==> src/rtl/mac_reduction_unit_pkg.sv <==
// mac_reduction_unit_pkg
//   Shared definitions for the MAC reduction unit: operating-mode encodings,
//   default tile geometry and the reduction FSM state type.
//   COL_BLOCKS_DEF is the number of column blocks that make up one 256-wide
//   output row when each block is TILE_SIZE columns wide and four tiles
//   are processed per block.

package mac_reduction_unit_pkg;

  localparam logic [1:0] MODE_MAC = 2'b00;
  localparam logic [1:0] MODE_EWM = 2'b01;
  localparam logic [1:0] MODE_EWA = 2'b10;

  localparam int TILE_SIZE_DEF  = 4;
  localparam int COL_BLOCKS_DEF = 256 / (TILE_SIZE_DEF * 4);

  // IDLE: nothing absorbed yet, the next beat loads the accumulator.
  // ACCUM: at least one beat of the current reduction has been absorbed.
  typedef enum logic {
    ST_IDLE  = 1'b0,
    ST_ACCUM = 1'b1
  } state_e;

endpackage

==> src/rtl/mac_reduction_unit_tile_row_adder.sv <==
// tile_row_adder
//   Purely combinational per-row reduction of one result tile.
//   Ports:
//     in_tile  - TILE_SIZE x TILE_SIZE signed elements, ACC_WIDTH bits each,
//                element [i][j] at bit offset (i*TILE_SIZE+j)*ACC_WIDTH
//     row_sum  - TILE_SIZE signed row sums, OUT_WIDTH bits each,
//                lane i at bit offset i*OUT_WIDTH
//   Every element is sign-extended to OUT_WIDTH before summing so the sum
//   is exact; the sum is written as a simple chain and left to synthesis
//   to balance into a tree.

module tile_row_adder #(
  parameter int TILE_SIZE = 4,
  parameter int ACC_WIDTH = 32,
  parameter int OUT_WIDTH = 38
) (
  input  logic [TILE_SIZE*TILE_SIZE*ACC_WIDTH-1:0] in_tile,
  output logic [TILE_SIZE*OUT_WIDTH-1:0]           row_sum
);

  always_comb begin
    row_sum = '0;
    for (int i = 0; i < TILE_SIZE; i++) begin
      logic signed [OUT_WIDTH-1:0] sum;
      sum = '0;
      for (int j = 0; j < TILE_SIZE; j++) begin
        sum = sum + OUT_WIDTH'($signed(in_tile[(i*TILE_SIZE+j)*ACC_WIDTH +: ACC_WIDTH]));
      end
      row_sum[i*OUT_WIDTH +: OUT_WIDTH] = sum;
    end
  end

endmodule

==> src/rtl/mac_reduction_unit.sv <==
// mac_reduction_unit
//   Reduces a stream of result tiles into one output vector per COL_BLOCKS
//   beats: each beat contributes its row sums to a per-row accumulator, and
//   the final beat of a reduction lands in a single-entry output register.
//   Ports:
//     clk, rst_n    - clock, asynchronous active-low reset
//     mode          - 2'b00 MAC, anything else disables accumulation
//     in_valid      - in_tile carries a beat this cycle (no backpressure)
//     in_tile       - TILE_SIZE x TILE_SIZE x ACC_WIDTH signed, flattened
//     done_tile     - upstream pulse expected one cycle after a final beat
//     out_vec       - TILE_SIZE x OUT_WIDTH signed reduced vector, flattened
//     out_valid     - out_vec holds an unconsumed result
//     out_ready     - downstream accepts out_vec when out_valid is high
//     beat_cnt      - index of the next beat within the current reduction
//     overflow_err  - sticky: an unconsumed result was overwritten
//     sync_err      - sticky: done_tile disagreed with the beat count

module mac_reduction_unit
  import mac_reduction_unit_pkg::*;
#(
  parameter int TILE_SIZE  = TILE_SIZE_DEF,
  parameter int ACC_WIDTH  = 32,
  parameter int COL_BLOCKS = COL_BLOCKS_DEF,
  parameter int OUT_WIDTH  = ACC_WIDTH + 6
) (
  input  logic                                     clk,
  input  logic                                     rst_n,
  input  logic [1:0]                               mode,
  input  logic                                     in_valid,
  input  logic [TILE_SIZE*TILE_SIZE*ACC_WIDTH-1:0] in_tile,
  input  logic                                     done_tile,
  output logic [TILE_SIZE*OUT_WIDTH-1:0]           out_vec,
  output logic                                     out_valid,
  input  logic                                     out_ready,
  output logic [$clog2(COL_BLOCKS)-1:0]            beat_cnt,
  output logic                                     overflow_err,
  output logic                                     sync_err
);

  localparam int CNT_W = $clog2(COL_BLOCKS);
  localparam int VEC_W = TILE_SIZE * OUT_WIDTH;

  state_e             state_q, state_d;
  logic [CNT_W-1:0]   beat_cnt_q, beat_cnt_d;
  logic [VEC_W-1:0]   acc_q, acc_d;
  logic [VEC_W-1:0]   out_vec_q, out_vec_d;
  logic               out_valid_q, out_valid_d;
  logic               overflow_q, overflow_d;
  logic               sync_q, sync_d;
  logic               last_beat_q, last_beat_d;

  logic [VEC_W-1:0]   row_sum;
  logic [VEC_W-1:0]   sum_new;
  logic               is_mac;
  logic               beat;
  logic               last_beat;
  logic               accept;

  tile_row_adder #(
    .TILE_SIZE (TILE_SIZE),
    .ACC_WIDTH (ACC_WIDTH),
    .OUT_WIDTH (OUT_WIDTH)
  ) u_row_adder (
    .in_tile (in_tile),
    .row_sum (row_sum)
  );

  // The first beat of a reduction loads rather than adds, so a stale
  // accumulator never needs a dedicated clear cycle.
  always_comb begin
    sum_new = '0;
    for (int i = 0; i < TILE_SIZE; i++) begin
      sum_new[i*OUT_WIDTH +: OUT_WIDTH] =
        ((state_q == ST_IDLE) ? '0 : acc_q[i*OUT_WIDTH +: OUT_WIDTH])
        + row_sum[i*OUT_WIDTH +: OUT_WIDTH];
    end
  end

  always_comb begin
    is_mac    = (mode == MODE_MAC);
    beat      = in_valid && is_mac;
    last_beat = beat && (beat_cnt_q == CNT_W'(COL_BLOCKS - 1));
    accept    = out_valid_q && out_ready;

    state_d     = state_q;
    beat_cnt_d  = beat_cnt_q;
    acc_d       = acc_q;
    out_vec_d   = out_vec_q;
    out_valid_d = out_valid_q;
    overflow_d  = overflow_q;
    sync_d      = sync_q;
    last_beat_d = last_beat;

    // Leaving MAC mode silently abandons any partial reduction.
    if (!is_mac) begin
      state_d    = ST_IDLE;
      beat_cnt_d = '0;
      acc_d      = '0;
    end else if (beat) begin
      acc_d = sum_new;
      if (last_beat) begin
        state_d    = ST_IDLE;
        beat_cnt_d = '0;
      end else begin
        state_d    = ST_ACCUM;
        beat_cnt_d = beat_cnt_q + 1'b1;
      end
    end

    // A completing result always wins the output register; it only counts
    // as lost data when the old result is neither consumed nor accepted now.
    if (last_beat) begin
      out_vec_d   = sum_new;
      out_valid_d = 1'b1;
      if (out_valid_q && !out_ready) begin
        overflow_d = 1'b1;
      end
    end else if (accept) begin
      out_valid_d = 1'b0;
    end

    // done_tile must track the registered final-beat marker exactly.
    if (done_tile != last_beat_q) begin
      sync_d = 1'b1;
    end
  end

  always_ff @(posedge clk or negedge rst_n) begin
    if (!rst_n) begin
      state_q     <= ST_IDLE;
      beat_cnt_q  <= '0;
      acc_q       <= '0;
      out_vec_q   <= '0;
      out_valid_q <= 1'b0;
      overflow_q  <= 1'b0;
      sync_q      <= 1'b0;
      last_beat_q <= 1'b0;
    end else begin
      state_q     <= state_d;
      beat_cnt_q  <= beat_cnt_d;
      acc_q       <= acc_d;
      out_vec_q   <= out_vec_d;
      out_valid_q <= out_valid_d;
      overflow_q  <= overflow_d;
      sync_q      <= sync_d;
      last_beat_q <= last_beat_d;
    end
  end

  assign out_vec      = out_vec_q;
  assign out_valid    = out_valid_q;
  assign beat_cnt     = beat_cnt_q;
  assign overflow_err = overflow_q;
  assign sync_err     = sync_q;

endmodule

==> config.mk <==
export PLATFORM = sky130hd
export DESIGN_NAME = mac_reduction_unit
export DESIGN_NICKNAME = d
export VERILOG_FILES = /design/src/rtl/mac_reduction_unit_pkg.sv /design/src/rtl/mac_reduction_unit_tile_row_adder.sv /design/src/rtl/mac_reduction_unit.sv
export SDC_FILE = /design/constraint.sdc
export NUM_CORES = 2
export LEC_CHECK = 0
export CAP_MARGIN = 0
export CORE_AREA = 4 4 259 261
export CTS_CLUSTER_SIZE = 40
export DETAILED_ROUTE_END_ITERATION = 7
export DIE_AREA = 0 0 263 265
export DONT_BUFFER_PORTS = 1
export PLACE_DENSITY = 0.64
export RECOVER_POWER = 25
export SYNTH_ARGS = -nofsm -noshare
export SYNTH_HDL_FRONTEND = slang
export SYNTH_SLANG_ARGS = --single-unit
==> constraint.sdc <==
create_clock -name clk -period 7.75 [get_ports clk]
set_input_delay 0.775 -clock clk [delete_from_list [all_inputs] [get_ports clk]]
set_output_delay 0.775 -clock clk [all_outputs]
set_load 0.03 [all_outputs]
==> results by group <==
Die
  • FP Rows: 93
  • Die Y: 265 um
  • Core area: 64500 sq um
  • Die area: 69700 sq um
  • # IOs: 678
  • Initial Util: 48.9%
  • Die width: 263 um

Timing
  • Period utilization: around nine tenths
  • Worst Skew: 0.0330 ns
  • Slew @ Worst Pin: 0.941 ns
  • RSZ-0062 raised after global routing: no
  • Tmin final: around 7.0 ns
  • Final hold violation count: between 100 and 150
  • Final WS setup: 0.715 ns
  • Slew HR: 36.5%
  • Slew Limit Fails: 0
  • Max frequency: between 0.1 and 0.15 GHz
  • Setup violators final: 0
  • Fin Hold WS: -0.0891 ns
  • TNS Setup: 0 ns

Pwr
  • Pwr dens: 364 nW/um^2
  • Clk network pwr share: 17.3%
  • Int Power: 6.36 mW
  • Sequential power share: 20.7%
  • Sw frac: 48.1%
  • Switch Pwr: just under 6 mW
  • Leak: 16.1 nW
  • Max VDD drop: 228 uV
  • Comb pwr share: 62.0%

CTS
  • CTS clk-pin slew, worst paths: 0.06 ns
  • CTS tree: built
  • # Post-CTS Setup Buffers: 0
  • H-Tree Depth: 2
  • Sink Count: 313
  • Root buf cell: clkbuf_16
  • CTS resizes: 0
  • CTS buffer count: 42
  • Max Root-Sink Buffers: 3
  • Worst-skew pair later-pin latency: 0.58 ns

Critical path
  • Cell depth of the worst setup path: 28
  • Reg2Reg Setup Slack: 2.14 ns
  • Slowest cell on crit path: o311ai_0
  • R2r worst-path depth: 15
  • WP data required: 8.21 ns
  • Crit. End Element: register
  • Crit Path Max Fanout: 7
  • Worst Setup Start Kind: input pin
  • Critical path type: in -> reg
  • CP Buf/Inv Count: 3
  • Setup crit end: out_vec[72]
  • Max incr delay on CP: 0.81 ns
  • Crit-path leading delay family: compound AO/OA/AOI/OAI gates
  • CP most frequent cell: a21o_1
  • RR Endpoint: out_vec[150]
  • Crit path DAT: 7.50 ns
  • Critical path startpoint: in_tile[129]
  • RR Startpoint: state_q

Yosys
  • Number of synthesized register bits: 313
  • Netlist cell types: 82
  • Post-Syn Nets: roughly 4400
  • YS warnings: 0
  • Post-Syn Area: 31500 sq um
  • Synth Instances: 3364
  • Top FF cell, synth: dfrtp_1
  • Part of the Yosys area used for sequential elements: 24.9%
  • Number of enable flip-flop cells after synthesis: 0
  • Syn_area_per_cell: 9.36 sq um
  • Post-synth ARST share: between 90% and 100%

Detailed routing
  • Wirelength per Cell: between 20 and 25 um
  • Vias after detailed routing: 25046
  • Initial DRC Count: 1627
  • Top layer in use: met5
  • WL met1: roughly 40000 um
  • DR vias/cell: 5.96
  • DR DRC count: 0
  • First-pass iteration count of the detailed router: 5
  • Final ANT Viol Nets: 0
  • Met2 WL: 47100 um
  • Met3 Wirelength: between 6000 and 7000 um
  • Routed wire length: 96800 um

Placement
  • GPL Wtd Cong: 0.985
  • I/O Buffers: 0
  • Dpl ws: 0.190 ns
  • Post-detail-place hpwl: roughly 75000 um

Status
  • Status: finished, violations left
  • Violated checks: hold timing

Final layout
  • Share of cells above drive strength 1: 4.42%
  • Fillers: 5959
  • Layout Nets: between 4000 and 5000
  • Util after Layout: 52.3%
  • Area growth, synth to finish: 7.03%

Job
  • Max-cap viol count: 0

Global route
  • GRT Util Overall: 27.0%
  • Initial antenna violation count: 2
  • Number of global-route vias before repair: 26127
  • Largest net degree at the start of global routing: 314
  • GRT overflow: 0
  • First-pass GRT wire length: 151000 um

Min path
  • Hold Crit Class: in -> async
==> registers in the layout, summed over array words and instances, names as in the netlist <==
register and flops:
out_vec 152, out_valid 1, beat_cnt 4, state_q 1
last_beat_q 1, overflow_err 1, acc_q 152, sync_err 1
==> power by group through the flow <==
stage          Combinational [mW]  Clock (mW)  Sequential [mW]
2_1_floorplan                5.82           0             2.44
6_report                     7.60        2.12             2.54
3_5_place_dp                 7.49           0             2.57
3_3_place_gp                 7.38           0             2.56
5_1_grt                      8.48        2.24             2.58
4_1_cts                      7.56        2.18             2.55
==> metal layers <==
| layer | global-route usage (%) | up-vias |
|---|---|---|
| li1 | - | 11654 |
| met1 | 34.8 | 12447 |
| met2 | 46.2 | 808 |
| met3 | 6.18 | 135 |
| met4 | 7.21 | 2 |
| met5 | 0 | - |
==> worst min-delay path by stage <==
stage	start	end	slack (ns)	depth (start not counted)
after floorplan	acc_q[109]	acc_q[109]	0.44	2
after global placement	acc_q[141]	acc_q[141]	0.46	2
after detailed placement	acc_q[58]	acc_q[58]	0.47	2
after CTS	rst_n	acc_q[141]	-0.15	0
after global routing	rst_n	acc_q[144]	-0.13	0
final	rst_n	acc_q[144]	-0.09	0
==> cell usage after synthesis, drive strengths merged, types with 5 or more instances <==
library cell	count	area (sq um)
buf	12	72.6
xnor2	180	1580
nor3	29	145
or2	7	43.8
o211ai	9	67.6
o21ai	173	866
a21boi	9	67.6
nand2b	34	213
xor2	72	631
fa	284	5690
a2111oi	8	77.6
dfrtp	313	7830
clkbuf	93	369
o31ai	16	120
nand4	28	175
o21a	35	263
and3	18	114
inv	146	548
a21o	121	908
a221o	5	50.1
nand2	510	1910
or3	8	50.1
a31oi	19	134
a221oi	5	43.8
and2	149	933
a22o	124	1090
a211oi	20	150
o41ai	5	66.3
ha	273	3420
o21bai	47	353
a41oi	6	52.6
a31o	11	96.3
o31a	10	87.6
nor2b	37	231
nor2	142	533
and4	8	70.1
a311oi	8	70.1
a21oi	253	1270
nand3	46	230
mux2	28	315
a211o	12	106
==> area by class of cell <==
cell class | instances | area [sq um] | share of cell area [%]
Timing Repair Buffer | 12 | 103 | 0.304
Inverter | 146 | 553 | 1.64
Multi-Input combinational cell | 2798 | 22700 | 67.2
Sequential cell | 313 | 7840 | 23.2
Clock inverter | 20 | 278 | 0.824
Antenna cell | 1 | 2.50 | 0.00742
Clock buffer | 56 | 1200 | 3.57
Tap cell | 855 | 1070 | 3.17
==> logic make-up (layout without fill, tap and decap cells) <==
kind of cell	Yosys count	count (layout)	share of synthesized area (%)
muxes	30	30	1.06
AOI/OAI and AO/OA	929	929	19.8
adders and majority gates	557	557	28.9
other	0	1	0
buffers and inverters	253	234	3.21
and+or+nand+nor	1030	1030	15.1
xor gates and xnor gates	252	252	7.01
DFF	313	313	24.9
==> cell usage in the layout (no fill, tap or decap), types with 11 or more instances in the layout <==
master	count
a21o_1	121
clkbuf_16	42
ha_1	273
inv_1	145
buf_4	11
nand3_1	46
and3_1	17
a211oi_1	20
nor3_1	28
nor2_1	142
dfrtp_1	312
nor2b_1	37
xnor2_1	180
a21oi_1	252
nand4_1	28
o21ai_0	165
nand2b_1	34
a31o_2	11
fa_1	284
xor2_1	72
nand2_1	509
o21bai_1	47
o31ai_1	16
and2_1	147
a211o_1	11
a31oi_1	18
o21a_1	35
a22o_1	124
mux2_2	28
==> through the flow <==
step | instances | instance area, sq um | total power, mW | hold WS (ns)
after floorplan | 3364 | 31500 | 8.27 | 0.442
after global placement | 4124 | 32200 | 9.94 | 0.456
after detailed placement | 4124 | 32200 | 10.1 | 0.465
after CTS | 4200 | 33700 | 12.3 | -0.151
after global routing | 4201 | 33700 | 13.3 | -0.127
final | 4201 | 33700 | 12.3 | -0.0891
(Power assumes the default switching activity.)
